### src/rtl/multiword_alu_pkg.sv
// multiword_alu_pkg: opcode and FSM state types shared by the multi-word ALU and its slice
package multiword_alu_pkg;
  typedef enum logic [2:0] {kADD, kLSH, kRSH, kXOR, kAND, kSUB, kNOP6, kNOP7} op_t;
  typedef enum logic [1:0] {IDLE, RUN, DONE} state_t;
endpackage

### src/rtl/alu_slice.sv
// alu_slice: combinational one-slice ALU with chained carry/borrow/shift bit
module alu_slice
  import multiword_alu_pkg::*;
#(
  parameter int WIDTH = 8
) (
  input  logic [WIDTH-1:0] a,
  input  logic [WIDTH-1:0] b,
  input  logic             c,
  input  op_t              op,
  output logic [WIDTH-1:0] out,
  output logic             c_next
);
  logic [WIDTH:0] sum;
  // SUB is a + ~b + c with the chain seeded to 1, so carry-out 1 means no borrow
  assign sum = {1'b0, a} + {1'b0, op == kSUB ? ~b : b} + {{WIDTH{1'b0}}, c};
  always_comb begin
    out = (op == kADD || op == kSUB) ? sum[WIDTH-1:0] :
          op == kLSH ? {a[WIDTH-2:0], c} :
          op == kRSH ? {c, a[WIDTH-1:1]} :
          op == kXOR ? a ^ b :
          op == kAND ? a & b : '0;
    c_next = (op == kADD || op == kSUB) ? sum[WIDTH] :
             op == kLSH ? a[WIDTH-1] :
             op == kRSH ? a[0] : 1'b0;
  end
endmodule

### src/rtl/multiword_alu.sv
// multiword_alu: sequential WORDS*WIDTH-bit ALU processing one WIDTH-bit slice per cycle
module multiword_alu
  import multiword_alu_pkg::*;
#(
  parameter int WIDTH = 8,
  parameter int WORDS = 2
) (
  input  logic                   Clk,
  input  logic                   Reset,
  input  logic                   start,
  input  logic [2:0]             op,
  input  logic [WORDS*WIDTH-1:0] a_in,
  input  logic [WORDS*WIDTH-1:0] b_in,
  input  logic                   sc_in,
  output logic                   busy,
  output logic                   done,
  output logic [WORDS*WIDTH-1:0] result,
  output logic                   sc_out,
  output logic                   zero,
  output logic                   beven,
  output logic                   parity,
  output logic                   equal
);
  localparam int N  = WORDS * WIDTH;
  localparam int CW = $clog2(WORDS + 1);
  state_t         state, state_n;
  op_t            op_r;
  logic [N-1:0]   a_r, b_r, next_result;
  logic [CW-1:0]  cnt, idx;
  logic [WIDTH-1:0] s_out;
  logic           c, c_next, last;
  assign last = cnt == CW'(WORDS - 1);
  // RSH walks MSW first so the chain bit flows downward
  assign idx  = op_r == kRSH ? CW'(WORDS - 1) - cnt : cnt;
  assign busy = state != IDLE;
  alu_slice #(.WIDTH(WIDTH)) u_slice (
    .a      (a_r[idx*WIDTH +: WIDTH]),
    .b      (b_r[idx*WIDTH +: WIDTH]),
    .c      (c),
    .op     (op_r),
    .out    (s_out),
    .c_next (c_next)
  );
  always_comb begin
    next_result = result;
    next_result[idx*WIDTH +: WIDTH] = s_out;
  end
  always_comb begin
    state_n = state == IDLE ? (start ? RUN : IDLE) :
              state == RUN  ? (last ? DONE : RUN) : IDLE;
  end
  always_ff @(posedge Clk) begin
    if (Reset) state <= IDLE;
    else       state <= state_n;
  end
  always_ff @(posedge Clk) begin
    if (Reset) begin
      op_r   <= kADD;
      a_r    <= '0;
      b_r    <= '0;
      cnt    <= '0;
      c      <= 1'b0;
      done   <= 1'b0;
      result <= '0;
      sc_out <= 1'b0;
      zero   <= 1'b1;
      beven  <= 1'b1;
      parity <= 1'b0;
      equal  <= 1'b0;
    end else begin
      done <= state == DONE;
      if (state == IDLE && start) begin
        op_r   <= op_t'(op);
        a_r    <= a_in;
        b_r    <= b_in;
        cnt    <= '0;
        c      <= op_t'(op) == kSUB ? 1'b1 : sc_in;
        parity <= ^a_in;
        equal  <= a_in == b_in;
      end else if (state == RUN) begin
        result <= next_result;
        c      <= c_next;
        cnt    <= cnt + 1'b1;
        if (last) begin
          sc_out <= c_next;
          zero   <= next_result == '0;
          beven  <= ~next_result[0];
        end
      end
    end
  end
endmodule

### config.mk
export PLATFORM = sky130hd
export DESIGN_NAME = multiword_alu
export DESIGN_NICKNAME = d
export VERILOG_FILES = /design/src/rtl/multiword_alu_pkg.sv /design/src/rtl/alu_slice.sv /design/src/rtl/multiword_alu.sv
export SDC_FILE = /design/constraint.sdc
export NUM_CORES = 1
export LEC_CHECK = 0
export ABC_AREA = 1
export CORE_MARGIN = 5
export CORE_UTILIZATION = 50
export DETAILED_ROUTE_END_ITERATION = 10
export PLACE_DENSITY_LB_ADDON = 0.12
export SYNTH_ARGS = -nofsm -noshare
export SYNTH_HDL_FRONTEND = slang
export SYNTH_SLANG_ARGS = --single-unit
### constraint.sdc
create_clock -name Clk -period 6.7 [get_ports Clk]
set_clock_uncertainty 0.2 [all_clocks]
set_input_delay 0.67 -clock Clk [delete_from_list [all_inputs] [get_ports Clk]]
set_output_delay 0.67 -clock Clk [all_outputs]
set_load 0.01 [all_outputs]
======== Word level (Yosys, flattened, before mapping) ========
Index checks and enable logic that the tools add are counted.
storage, ports and cells
  bits in registers ....................... 62
  output and inout bits ................... 23
cells by class
  $add $sub $neg .......................... 5
  equality and inequality tests ........... 10
  shift-type cells ........................ 4
  multiplexer cells ....................... 18
  bitwise logic cells ..................... 5
  reductions and logical operators ........ 11
operator list
  cell                                                    number
  two-way mux 8 bit                                       6
  negator 5 -> 34 bit                                     1
  variable shift 8 x 34 -> 16 bit (first input constant)  1
  variable part select 8 x 34 -> 16 bit                   1
  variable part select 16 x 6 -> 8 bit                    2
  bitwise mux 16 bit                                      1
  == test 16 bit                                          1
  logical NOT 16 bit                                      1
  parity 16 bit                                           1
  adder 8 x 8 -> 9 bit                                    1
  adder 9 x 1 -> 9 bit                                    1
  == test 3 bit (second input constant)                   3
  bitwise AND 8 bit                                       1
  two-way mux 2 bit                                       4
  NOT 8 bit                                               1
  bitwise XOR 8 bit                                       1
  two-way mux 1 bit                                       7
  == test 3 x 2 -> 1 bit (second input constant)          2
  == test 2 x 1 -> 1 bit (second input constant)          2
  nonzero test 2 bit                                      2
  == test 3 x 1 -> 1 bit (second input constant)          1
  logical NOT 3 bit                                       1
  AND reduction 3 bit                                     1
  adder 2 x 1 -> 2 bit (second input constant)            1
  other kinds (8)                                         9

======== Logic depth before layout (Yosys ltp) ========
  word-level depth ........................ 12
  gate-level depth with buffers ........... 24

======== Cells and area by module ========
Synthesis repeated with hierarchy kept, for this count alone.
unflattened totals
  cell total of the unflattened synthesis .. 695
  area total of the unflattened synthesis .. 4326.6 um^2
by module, submodules not included
  module         times used  cells each  area each (um^2)  sequential area each (um^2)
  multiword_alu  1           538         3423.3            1241.2
  alu_slice      1           157         903.4             0.0

======== Worst setup path after synthesis ========
OpenSTA, ideal clock, no wires.
  kind .................................... reg-to-reg
  from .................................... register op_r[0]
  to ...................................... register zero
  library setup time ...................... 59 ps
  arrival ................................. 3094 ps
  setup slack ............................. 3347 ps
  stages on the path, launching flop included .. 21
  path buffers ............................ 1
  cell sequence ........................... dfxtp_1 -> inv_2 -> nand4_1 -> nand2_2 -> buf_4 -> o21ai_0 -> nor2_1 -> xor2_1 -> fa_1 -> fa_1 -> inv_1 -> nand4_1 -> o211ai_1 -> a21oi_1 -> o21ai_0 -> nand2_1 -> a21boi_1 -> nand2_1 -> nor2_1 -> nand3_1 -> nand2_1
between the ends
  longest elaborated chain between the ends .. 12
  elaborated cells on any way between the ends .. 26
  those cells by class .................... 3 x add/sub; 5 x eq/ne; 4 x shift; 8 x mux; 3 x bitwise; 3 x reduce/logical
ends and longest elaborated chain
  item                                                                           RTL line             RTL
  start: declaration                                                             multiword_alu.sv:27  op_t op_r;
  start signal: assignment                                                       multiword_alu.sv:58  op_r <= kADD;
  start signal: assignment                                                       multiword_alu.sv:73  op_r <= op_t'(op);
  parallel branches: the longest is 10 deep, another holds adder 8 x 8 -> 9 bit  n/a
  bitwise mux 16 bit *                                                           multiword_alu.sv:46  next_result[idx*WIDTH +: WIDTH] = s_out;
  logical NOT 16 bit *                                                           multiword_alu.sv:86  zero <= next_result == '0;
  end signal: assignment                                                         multiword_alu.sv:66  zero <= 1'b1;
  end signal: assignment                                                         multiword_alu.sv:86
  end: declaration                                                               multiword_alu.sv:19  output logic zero,
Every way passes the cells marked *.
A chain may end at the register's enable or synchronous reset.

======== Worst setup path in the final report ========
  from .................................... register op_r[1]
  to ...................................... register c
between the ends
  longest elaborated chain between the ends .. 10
  elaborated cells on any way between the ends .. 17
  those cells by class .................... 2 x add/sub; 3 x eq/ne; 2 x shift; 7 x mux; 1 x bitwise; 2 x reduce/logical
ends and longest elaborated chain
  item                                  RTL line                              RTL
  == test 3 x 2 -> 1 bit                alu_slice.sv:25, multiword_alu.sv:34
  two-way mux 2 bit                     multiword_alu.sv:34                   assign idx = op_r == kRSH ? CW'(WORDS - 1) - cnt : cnt;
  variable part select 16 x 6 -> 8 bit  multiword_alu.sv:38                   .b (b_r[idx*WIDTH +: WIDTH]),
  NOT 8 bit                             alu_slice.sv:16                       assign sum = {1'b0, a} + {1'b0, op == kSUB ? ~b : b} + {{WIDTH{1'b0}}, c};
  two-way mux 8 bit                     alu_slice.sv:16
  adder 8 x 8 -> 9 bit                  alu_slice.sv:16
  adder 9 x 1 -> 9 bit                  alu_slice.sv:16
  two-way mux 1 bit *                   alu_slice.sv:23                       c_next = (op == kADD || op == kSUB) ? sum[WIDTH] :
  two-way mux 1 bit *                   multiword_alu.sv:80                   end else if (state == RUN) begin
  two-way mux 1 bit *                   multiword_alu.sv:72                   if (state == IDLE && start) begin
  end signal: assignment                multiword_alu.sv:77                   c <= op_t'(op) == kSUB ? 1'b1 : sc_in;
  end signal: assignment                multiword_alu.sv:82                   c <= c_next;
  end: declaration                      multiword_alu.sv:31                   logic c, c_next, last;
Every way passes the cells marked *; elsewhere a longest branch is shown, timed or not. The select of a mux whose other input is x is not followed.

==> results.py <==
metrics = {
    "route": {
        "drt_first_iter_violations": 278,
        "drt_pre_antenna_iters": 5,
        "wl_microns": 11800,
        "drt-wirelength-per-cell_microns": 15.1,
        "detail_route.vias_per_cell": 5.29,
        "vias": 4113,
        "final_antenna_net_count": 0,
        "detail_route.drc_violations": 0,
    },
    "placement": {
        "detailedPlace.worstSlack_ns": 2.89,
        "io_buffers": 61,
        "place_congestion": 0.898,
        "post_dp_hpwl_microns": 9060,
    },
    "floorplan": {
        "design.portCount": 62,
        "placementRows": 32,
        "die-width_microns": 100,
        "die_h_microns": 100,
        "core_region_area_sq_um": 7810,
        "start_util_pct": 52.0,
        "die_area_sq_um": 10000,
    },
    "final_layout": {
        "num_antenna_cells": 0,
        "final_core_util_pct": 63.1,
        "layout.cells.most_common": "sky130_fd_sc_hd__nand2_1",
        "post_route_cells_drive_above_1_share_pct": 5.33,
        "area_delta_synth_final_pct": 21.4,
        "highest_count_cells_in_the_layout_ignoring_fill_and_taps": "sky130_fd_sc_hd__nand2_1 (122), sky130_fd_sc_hd__inv_1 (81), sky130_fd_sc_hd__nor2_1 (80), sky130_fd_sc_hd__o21ai_0 (65), sky130_fd_sc_hd__dfxtp_1 (62)",
        "finalNetCount": 730,
        "fill_cells": 756,
    },
    "critical_path": {
        "timing_worst_setup_path_type": "flop to flop",
        "critPathLaunchType": "flop",
        "r2r-start": "op_r[1]$_SDFFE_PP0P_",
        "worstPathMaxFanout": 20,
        "end_kind": "flop",
        "regToRegSetupSlack_ns": 2.82,
        "cell_depth_of_the_worst_flop_to_flop_path": 17,
        "worstPathArrival_ns": 3.94,
        "worst_ep_required_time_ns": 6.76,
        "timing.rr.end": "c$_SDFFE_PP0P_",
    },
    "synthesis": {
        "synthesis.area_sq_um": 4060,
        "synthXorXnorAreaFrac_pct": 7.13,
        "synthSimpleGateAreaFrac_pct": 28.0,
        "instance_count_of_the_mapped_netlist": 617,
        "synth-edff-count": 0,
        "synth_sequential_area_ratio_pct": 30.6,
        "synth.avg_cell_area_sq_um": 6.57,
        "synth.area.mux_share_pct": 0,
        "synth_async_sr_flop_share_pct": 0,
        "synth_adder_area_share_pct": 6.85,
        "synth-main-ff-cell": "sky130_fd_sc_hd__dfxtp_1",
        "ys_ff_latch": 62,
        "main_combinational_cell_family_by_area_after_synthesis": "simple AND/OR/NAND/NOR gates",
        "synthesis.yosys.warnings": 0,
        "synth_nets": 677,
        "synth_compound_gate_area_share_pct": 17.3,
        "count_of_different_cell_masters_after_synthesis": 39,
    },
    "min_path": {
        "worstHoldPathCells": 1,
        "type_of_the_worst_min_delay_path": "flop to flop",
        "min_delay_src": "state[0]$_SDFF_PP0_",
        "worstHoldEndpoint": "done$_SDFF_PP0_",
    },
    "timing": {
        "maxSlewHeadroom_pct": 29.6,
        "tns_ns": 0,
        "timing.final.hold_violations": 0,
        "endpoints_failing_setup": 0,
        "unrepaired_setup_endpoints_after_global_routing": "no",
        "max_freq_mhz": 257,
        "period_needed_ns": 3.88,
        "timing.final.ws_setup_ns": 2.82,
        "layout_worst_path_cycle_share_pct": 58.0,
        "timing.final.max_slew_violations": 0,
        "worst_slew_pin_slew_ns": 1.06,
    },
    "clock_tree": {
        "clock_tree_from_tritoncts": "done",
        "clk-insertion-delay-late_ns": 0.34,
        "max_buffers_root_to_sink": 2,
        "cts-htree-levels": 3,
        "clock_tree.root_cell": "sky130_fd_sc_hd__clkbuf_8",
        "post_cts.repair.setup_buffers": 0,
        "clock_pin_transition_on_the_worst_setup_and_hold_timing_paths_ns": 0.08,
        "tritoncts.num_buffers": 9,
        "clkSinkCount": 62,
        "cts_hold_repair.buffers": 0,
        "number_of_gates_given_a_new_drive_strength_after_cts": 0,
    },
    "run_status": {
        "run_status": "complete, no violations",
    },
    "run": {
        "timing.max_cap.violations": 0,
    },
    "grt": {
        "aggregate_global_route_resource_usage_pct": 24.5,
        "antenna_found_initial": 0,
        "grt_overflow_total": 0,
        "global_route_wire_length_before_repair_microns": 19600,
        "pin_count_of_the_biggest_net_entering_global_routing": 46,
        "vias_in_the_first_global_route": 3926,
    },
    "power": {
        "power_per_cell_area_nw_per_um2": 248,
        "finalPower_mw": 1.22,
        "vdd_ir_drop_max_uv": 145,
        "p_leak_nw": 2.37,
    },
}
[final cells by class]
| class | count | area, sq um | share of cell area [%] |
|---|---|---|---|
| well taps | 102 | 128 | 2.59 |
| multi-input cells | 448 | 2400 | 48.8 |
| flip-flops and latches | 62 | 1240 | 25.2 |
| clock inverters | 7 | 78.8 | 1.60 |
| repair buffers | 63 | 626 | 12.7 |
| clock buffers | 9 | 124 | 2.52 |
| inverters | 86 | 323 | 6.55 |
[Yosys cell counts, drive strengths merged, types with 2 or more instances]
| master | count | share of area [%] |
|---|---|---|
| a21boi | 2 | 0.37 |
| inv | 85 | 7.9 |
| nand3b | 2 | 0.37 |
| nand2 | 125 | 12 |
| o211ai | 6 | 1.1 |
| nand3 | 33 | 4.3 |
| a21oi | 42 | 5.2 |
| nand4 | 10 | 1.5 |
| clkbuf | 17 | 1.6 |
| or2 | 6 | 0.93 |
| dfxtp | 62 | 31 |
| xor2 | 18 | 3.9 |
| xnor2 | 15 | 3.2 |
| nor2 | 81 | 7.7 |
| fa | 2 | 0.99 |
| o21ai | 70 | 8.7 |
| nor3 | 3 | 0.37 |
| a211oi | 4 | 0.74 |
| ha | 19 | 5.9 |
| buf | 4 | 0.59 |
| nor4 | 3 | 0.83 |
[how the worst max path moves through the flow]
stage                         startpoint                 to  cells after the start
floorplan           op_r[0]$_SDFFE_PP0P_  zero$_SDFFE_PP1P_                     20
global placement    op_r[0]$_SDFFE_PP0P_     c$_SDFFE_PP0P_                     19
finish              op_r[1]$_SDFFE_PP0P_     c$_SDFFE_PP0P_                     17
CTS                 op_r[1]$_SDFFE_PP0P_     c$_SDFFE_PP0P_                     17
detailed placement  op_r[1]$_SDFFE_PP0P_     c$_SDFFE_PP0P_                     17
global route        op_r[1]$_SDFFE_PP0P_     c$_SDFFE_PP0P_                     17
[critical path: stages, from the launching register on]
cell and delay, ns:
sky130_fd_sc_hd__dfxtp_1 0.45, sky130_fd_sc_hd__nand4_1 0.28, sky130_fd_sc_hd__nand2_2 0.41, sky130_fd_sc_hd__o21ai_0 0.14, sky130_fd_sc_hd__nor2_1 0.20, sky130_fd_sc_hd__xor2_1 0.11
sky130_fd_sc_hd__fa_1 0.44, sky130_fd_sc_hd__fa_1 0.41, sky130_fd_sc_hd__inv_1 0.10, sky130_fd_sc_hd__nand4_1 0.10, sky130_fd_sc_hd__o211ai_1 0.17, sky130_fd_sc_hd__a21oi_1 0.11
sky130_fd_sc_hd__o21a_1 0.18, sky130_fd_sc_hd__nor2_1 0.15, sky130_fd_sc_hd__nand2_1 0.07, sky130_fd_sc_hd__nand2_1 0.06, sky130_fd_sc_hd__o21ai_1 0.07, sky130_fd_sc_hd__a21oi_1 0.15
[state kept, by name, summed over array words and instances, names as in the netlist]
| register | count |
|---|---|
| beven | 1 |
| zero | 1 |
| result | 16 |
| parity | 1 |
| c | 1 |
| equal | 1 |
| state | 2 |
| b_r | 16 |
| cnt | 2 |
| op_r | 3 |
| done | 1 |
| sc_out | 1 |
| a_r | 16 |
[per-layer routing]
metal	track usage (%)	routed length, microns
met5	0	0
met2	37.9	5170
met4	7.56	195
met1	34.8	5750
met3	4.31	654
[cells by family after synthesis]
| group | after synthesis |
|---|---|
| xor gates and xnor gates | 33 |
| buffers and inverters | 107 |
| DFF | 62 |
| adders and majority gates | 21 |
| AOI/OAI and AO/OA | 130 |
| and+or+nand+nor | 264 |
[where the power goes]
part / internal (mW) / switching, mW / leakage, nW / total (mW)
Clock: 0.176 / 0.170 / 0.105 / 0.346
Combinational: 0.171 / 0.282 / 1.76 / 0.454
Sequential: 0.401 / 0.0199 / 0.512 / 0.421
Total: 0.748 / 0.472 / 2.37 / 1.22
[metrics by stage]
stage | std cells | hold slack, ns | cell area (sq um)
2_1_floorplan | 617 | 0.221 | 4060
3_3_place_gp | 761 | 0.240 | 4720
3_5_place_dp | 761 | 0.245 | 4720
4_1_cts | 777 | 0.260 | 4920
5_1_grt | 777 | 0.284 | 4920
6_report | 777 | 0.256 | 4920
Note: power is estimated with default switching activity, not from simulation.
